`config.mk`:
```
export PLATFORM = sky130hd
export DESIGN_NAME = fir_coeff_loader_flat
export DESIGN_NICKNAME = d
export VERILOG_FILES = /design/src/rtl/fir_coeff_loader_pkg.sv /design/src/rtl/fir_coeff_loader_if.sv /design/src/rtl/fir_coeff_loader.sv /design/src/flat_wrapper.sv
export SDC_FILE = /design/constraint.sdc
export NUM_CORES = 2
export LEC_CHECK = 0
export ABC_AREA = 1
export CAP_MARGIN = 20
export CORE_MARGIN = 2
export CORE_UTILIZATION = 40
export CTS_CLUSTER_SIZE = 10
export DETAILED_ROUTE_END_ITERATION = 10
export GPL_ROUTABILITY_DRIVEN = 0
export GPL_TIMING_DRIVEN = 0
export PLACE_DENSITY = 0.64
export SYNTH_ARGS = -nofsm -noshare
export SYNTH_HDL_FRONTEND = slang
export SYNTH_SLANG_ARGS = --single-unit
export TNS_END_PERCENT = 50
```
`constraint.sdc`:
```
create_clock -name clk -period 1.8 [get_ports clk]
set_input_delay 0.45 -clock clk [delete_from_list [all_inputs] [get_ports clk]]
set_output_delay 0.45 -clock clk [all_outputs]
set_load 0.02 [all_outputs]
```
`src/rtl/fir_coeff_loader_pkg.sv`:
```
// Shared FIR types: tap count, coefficient width, bank layout and loader states.
// The FIR datapath imports coef_bank_t from here so both sides agree on packing.
package fir_pkg;

    localparam int NUMTAPS = 32;
    localparam int COEFW   = 16;
    localparam int CNTW    = (NUMTAPS > 1) ? $clog2(NUMTAPS) : 1;

    typedef logic signed [COEFW-1:0]       coef_t;
    typedef logic [NUMTAPS-1:0][COEFW-1:0] coef_bank_t;
    typedef logic [CNTW-1:0]               tap_idx_t;

    typedef enum logic [1:0] {
        IDLE    = 2'd0,
        LOAD    = 2'd1,
        PENDING = 2'd2
    } loader_state_t;

    localparam tap_idx_t LAST_TAP = tap_idx_t'(NUMTAPS - 1);

    function automatic logic state_is_busy(input loader_state_t s);
        return (s == LOAD) || (s == PENDING);
    endfunction

    function automatic logic state_accepts(input loader_state_t s);
        return (s == IDLE) || (s == LOAD);
    endfunction

endpackage

```
`src/rtl/fir_coeff_loader_if.sv`:
```
// Valid/ready coefficient stream into the loader; word i of a frame targets tap i.
interface fir_coeff_loader_if
    import fir_pkg::*;
();

    logic  coef_valid;
    logic  coef_ready;
    coef_t coef_data;
    logic  coef_last;

    modport master (
        output coef_valid,
        output coef_data,
        output coef_last,
        input  coef_ready
    );

    modport slave (
        input  coef_valid,
        input  coef_data,
        input  coef_last,
        output coef_ready
    );

endinterface

```
`src/rtl/fir_coeff_loader.sv`:
```
// Double-buffered coefficient loader: stream fills a shadow bank, a sample-aligned
// swap strobe commits the whole bank so the filter never sees a partial set.
//
//   state   | meaning
//   IDLE    | waiting for the first word of a frame
//   LOAD    | collecting words 1..NUMTAPS-1 into the shadow bank
//   PENDING | shadow bank complete, waiting for swap_en
module fir_coeff_loader
    import fir_pkg::*;
(
    input  logic                clk,
    input  logic                rst_n,
    fir_coeff_loader_if.slave   coef_if,
    input  logic                load_abort,
    input  logic                swap_en,
    output coef_bank_t          coefficients,
    output logic                busy,
    output logic                load_done,
    output logic                load_err
);

    loader_state_t state_q, state_d;
    tap_idx_t      cnt_q,   cnt_d;
    coef_bank_t    shadow_q, shadow_d;
    coef_bank_t    active_q, active_d;
    logic          done_q,  done_d;
    logic          err_q,   err_d;
    logic          beat;

    assign coef_if.coef_ready = state_accepts(state_q);
    assign beat               = coef_if.coef_valid && coef_if.coef_ready;

    always_ff @(posedge clk or negedge rst_n) begin
        if (!rst_n) begin
            state_q  <= IDLE;
            cnt_q    <= '0;
            shadow_q <= '0;
            active_q <= '0;
            done_q   <= 1'b0;
            err_q    <= 1'b0;
        end else begin
            state_q  <= state_d;
            cnt_q    <= cnt_d;
            shadow_q <= shadow_d;
            active_q <= active_d;
            done_q   <= done_d;
            err_q    <= err_d;
        end
    end

    always_comb begin
        state_d  = state_q;
        cnt_d    = cnt_q;
        shadow_d = shadow_q;
        active_d = active_q;
        done_d   = 1'b0;
        err_d    = 1'b0;

        // Abort wins over any beat or swap in the same cycle; the beat is dropped.
        if (load_abort) begin
            state_d = IDLE;
            cnt_d   = '0;
        end else begin
            unique case (state_q)
                IDLE: begin
                    if (beat) begin
                        shadow_d[0] = coef_if.coef_data;
                        if (coef_if.coef_last) begin
                            err_d = 1'b1;
                            cnt_d = '0;
                        end else begin
                            cnt_d   = tap_idx_t'(1);
                            state_d = LOAD;
                        end
                    end
                end

                LOAD: begin
                    if (beat) begin
                        shadow_d[cnt_q] = coef_if.coef_data;
                        if (cnt_q == LAST_TAP) begin
                            cnt_d = '0;
                            if (coef_if.coef_last) begin
                                state_d = PENDING;
                            end else begin
                                // Over-length frame: word kept in shadow but never committed.
                                err_d   = 1'b1;
                                state_d = IDLE;
                            end
                        end else if (coef_if.coef_last) begin
                            err_d   = 1'b1;
                            cnt_d   = '0;
                            state_d = IDLE;
                        end else begin
                            cnt_d = cnt_q + 1'b1;
                        end
                    end
                end

                PENDING: begin
                    if (swap_en) begin
                        active_d = shadow_q;
                        done_d   = 1'b1;
                        state_d  = IDLE;
                    end
                end

                default: begin
                    state_d = IDLE;
                    cnt_d   = '0;
                end
            endcase
        end
    end

    assign coefficients = active_q;
    assign busy         = state_is_busy(state_q);
    assign load_done    = done_q;
    assign load_err     = err_q;

endmodule
```
`src/flat_wrapper.sv`:
```
// flat-port wrapper written by rule: the top's interface ports become plain ports
module fir_coeff_loader_flat import fir_pkg::*;
  (clk, rst_n, load_abort, swap_en, coefficients, busy, load_done, load_err, coef_if_coef_valid, coef_if_coef_data, coef_if_coef_last, coef_if_coef_ready);
  fir_coeff_loader_if coef_if_i ();
  input  logic clk;
  input  logic rst_n;
  input  logic load_abort;
  input  logic swap_en;
  output coef_bank_t coefficients;
  output logic busy;
  output logic load_done;
  output logic load_err;
  input wire logic [$bits(coef_if_i.coef_valid)-1:0] coef_if_coef_valid;
  input wire logic [$bits(coef_if_i.coef_data)-1:0] coef_if_coef_data;
  input wire logic [$bits(coef_if_i.coef_last)-1:0] coef_if_coef_last;
  output wire logic [$bits(coef_if_i.coef_ready)-1:0] coef_if_coef_ready;
  assign coef_if_i.coef_valid = coef_if_coef_valid;
  assign coef_if_i.coef_data = coef_if_coef_data;
  assign coef_if_i.coef_last = coef_if_coef_last;
  assign coef_if_coef_ready = coef_if_i.coef_ready;
  fir_coeff_loader u_core (.clk(clk), .rst_n(rst_n), .coef_if(coef_if_i), .load_abort(load_abort), .swap_en(swap_en), .coefficients(coefficients), .busy(busy), .load_done(load_done), .load_err(load_err));
endmodule
```
==> impl_metrics.json <==
{
  "instances_no_fill": 6153,
  "gr-usage-met3": 0.0500,
  "area.growth.synth_to_final_pct": 49.3,
  "grt-busiest-layer": "met2",
  "grt_pass1_vias": 29900,
  "max_freq_mhz": 479,
  "yosys_warnings": 0,
  "max_slew_margin": 0.101,
  "worst-endpoint-arrival_ps": 1640,
  "peakVddDrop_mv": 0.639,
  "cts.htree.levels": 3,
  "post-route-util": 0.601,
  "root_buffer": "clkbuf_16",
  "dieArea_um2": 97600,
  "violations": "negative hold slack, negative setup slack",
  "power.total_mw": 46.8,
  "placed_cells": 5824,
  "crit_start": "u_core.state_q[0]$_DFFE_PN0P_",
  "place_hpwl_mm": 87.3,
  "cts_inserted_buffers": 115,
  "finalSetupViolations": 1338,
  "drv_slew": 0,
  "post-route-drc-count": 0,
  "avgViaCountPerCell": 5.17,
  "fin_skew_ps": 16.0,
  "final-hold-violation-count": 90,
  "rsz0062_at_grt": "true",
  "cp.required_ps": 1350,
  "antenna_found_initial": 12,
  "die_w_um": 312,
  "yosys.area.top_type_share": 0.679,
  "grt_pass1_wl_mm": 195,
  "critPathCapture": "coef_if_coef_ready",
  "fin_nets": 4896,
  "drt-total-wl_mm": 142,
  "worstReg2RegStart": "u_core.state_q[1]$_DFFE_PN0P_",
  "clk_pin_slew_ps": 60,
  "worstPathMaxFanout": 3,
  "outcome": "complete, but fails checks",
  "clockBufferDepth": 3,
  "critPathKind": "flop to output pin",
  "netlist_top_cells_area": "dfrtp_1, nand2_1, o21ai_0, buf_2, clkbuf_1",
  "min-delay-path-class": "input port to async pin",
  "die_h_um": 312,
  "netlist_area_um2": 38100,
  "hold_slack_ps": -319,
  "worstSkewPairLatency_ps": 690,
  "reg2regPathDepth": 11,
  "end_kind": "output pin",
  "first_pass_iters": 5,
  "grt_start_max_net_pins": 166,
  "ys_seq_area_frac": 0.679,
  "tightest_slew_ps": 1350,
  "syn_inst": 4004,
  "use_met2": 0.434,
  "r2r_end": "u_core.shadow_q[327]$_DFFE_PN0P_",
  "finalWorstSetupSlack_ps": -287,
  "clock-sinks": 1033,
  "design_area_um2": 56800,
  "fin_setup_tns_ps": -91300,
  "grtUsageMet1": 0.365,
  "ant_nets": 0,
  "start_kind": "flop",
  "ios": 538,
  "synth_largest_area_cell": "dfrtp_1",
  "rows": 113,
  "power.density_nw_per_um2": 824,
  "drt_first_iter_violations": 2633,
  "ys_types": 23,
  "syn_area_per_cell_um2": 9.50,
  "leakagePower_nw": 32.1,
  "cap_violations": 0,
  "cts_tree": "done",
  "vias": 31800,
  "r2r_slack_ps": -200,
  "core_um2": 94600,
  "fin_crit_ps": 2090,
  "wl_per_cell_um": 23.1,
  "syn_nets": 4036,
  "start_util": 0.402,
  "mostFrequentLayoutCells": "nand2_1, dfrtp_1, dlygate4sd2_1, nand2_2, nand2_4",
  "post-route-period-util": 1.16,
  "grt_use_total": 0.267,
  "numPortBuffers": 537,
  "layout-drive-gt1-share": 0.286,
  "final_common_cell": "nand2_1",
  "dpl_cell_area_um2": 45400,
  "ys_seq_elements": 1033,
  "overflow": 0
}
cell usage after synthesis, drive strengths merged:
master and number:
buf 132, o21ai 517, clkbuf 126, nand3b 1, nand2 2111, nor2 19, ha 10, nand4 2
nor3 2, dfrtp 1033, nand3 12, inv 39
worst min-delay path by stage:
stage	from	to	cells past startpoint
2_1_floorplan	rst_n	u_core.cnt_q[0]$_DFFE_PN0P_	0
3_5_place_dp	rst_n	u_core.coefficients[334]$_DFFE_PN0P_	1
4_1_cts	rst_n	u_core.coefficients[334]$_DFFE_PN0P_	1
3_3_place_gp	u_core.shadow_q[93]$_DFFE_PN0P_	u_core.coefficients[93]$_DFFE_PN0P_	2
5_1_grt	rst_n	u_core.coefficients[334]$_DFFE_PN0P_	1
6_report	rst_n	u_core.coefficients[334]$_DFFE_PN0P_	1
through the flow:
stage          worst slack, ps  hold WS [ps]
6_report                  -287          -319
5_1_grt                   -326          -289
4_1_cts                   -308          -292
3_5_place_dp             -1530           437
3_3_place_gp            -46540           449
2_1_floorplan             51.8           154
sequential cells by signal, summed over array words and instances (netlist names):
register / count
u_core.state_q: 2
u_core.shadow_q: 512
u_core.load_done: 1
u_core.load_err: 1
u_core.cnt_q: 5
u_core.coefficients: 512
routing by layer:
metal,part of all wire,up-vias
li1,-,14300
met1,0.41,16100
met2,0.48,1174
met3,0.069,303
met4,0.042,6
met5,0.00023,-
critical path, cell delays in order, from the launching register on:
cell and delay (ps):
dfrtp_1 400, buf_6 130, ha_4 170, inv_2 60
nand2_2 60, buf_6 140
area by class of cell:
class,instances,area (um^2)
antenna,1,2.50
buffer,254,2730
clock buffer,134,3030
clock inverter,6,71.3
fill,7811,37800
inverter,39,173
multi-input combinational,2674,14600
sequential,1033,25900
tap,1265,1580
timing repair buffer,745,8800
timing repair inverter,2,25.0
power breakdown:
part / internal (mW) / switching [mW]
Sequential: 23.6 / 0.298
Combinational: 0.678 / 1.56
Clock: 11.6 / 9.06
logic make-up after synthesis:
kind of cell	count (synthesis)	share of synthesized area
adders and majority gates	10	0.00329
buffers and inverters	297	0.0337
AOI/OAI and AO/OA	517	0.0680
DFF	1033	0.679
and+or+nand+nor	2147	0.216
timing repair:
action,4_1_cts,5_1_grt
pin swaps,6,133
setup endpoints to repair,1828,1666
endpoints found under the hold margin,90,90
gates cloned,15,97
resized for setup,773,1998
buffers inserted,29,50
(Power assumes the default switching activity.)
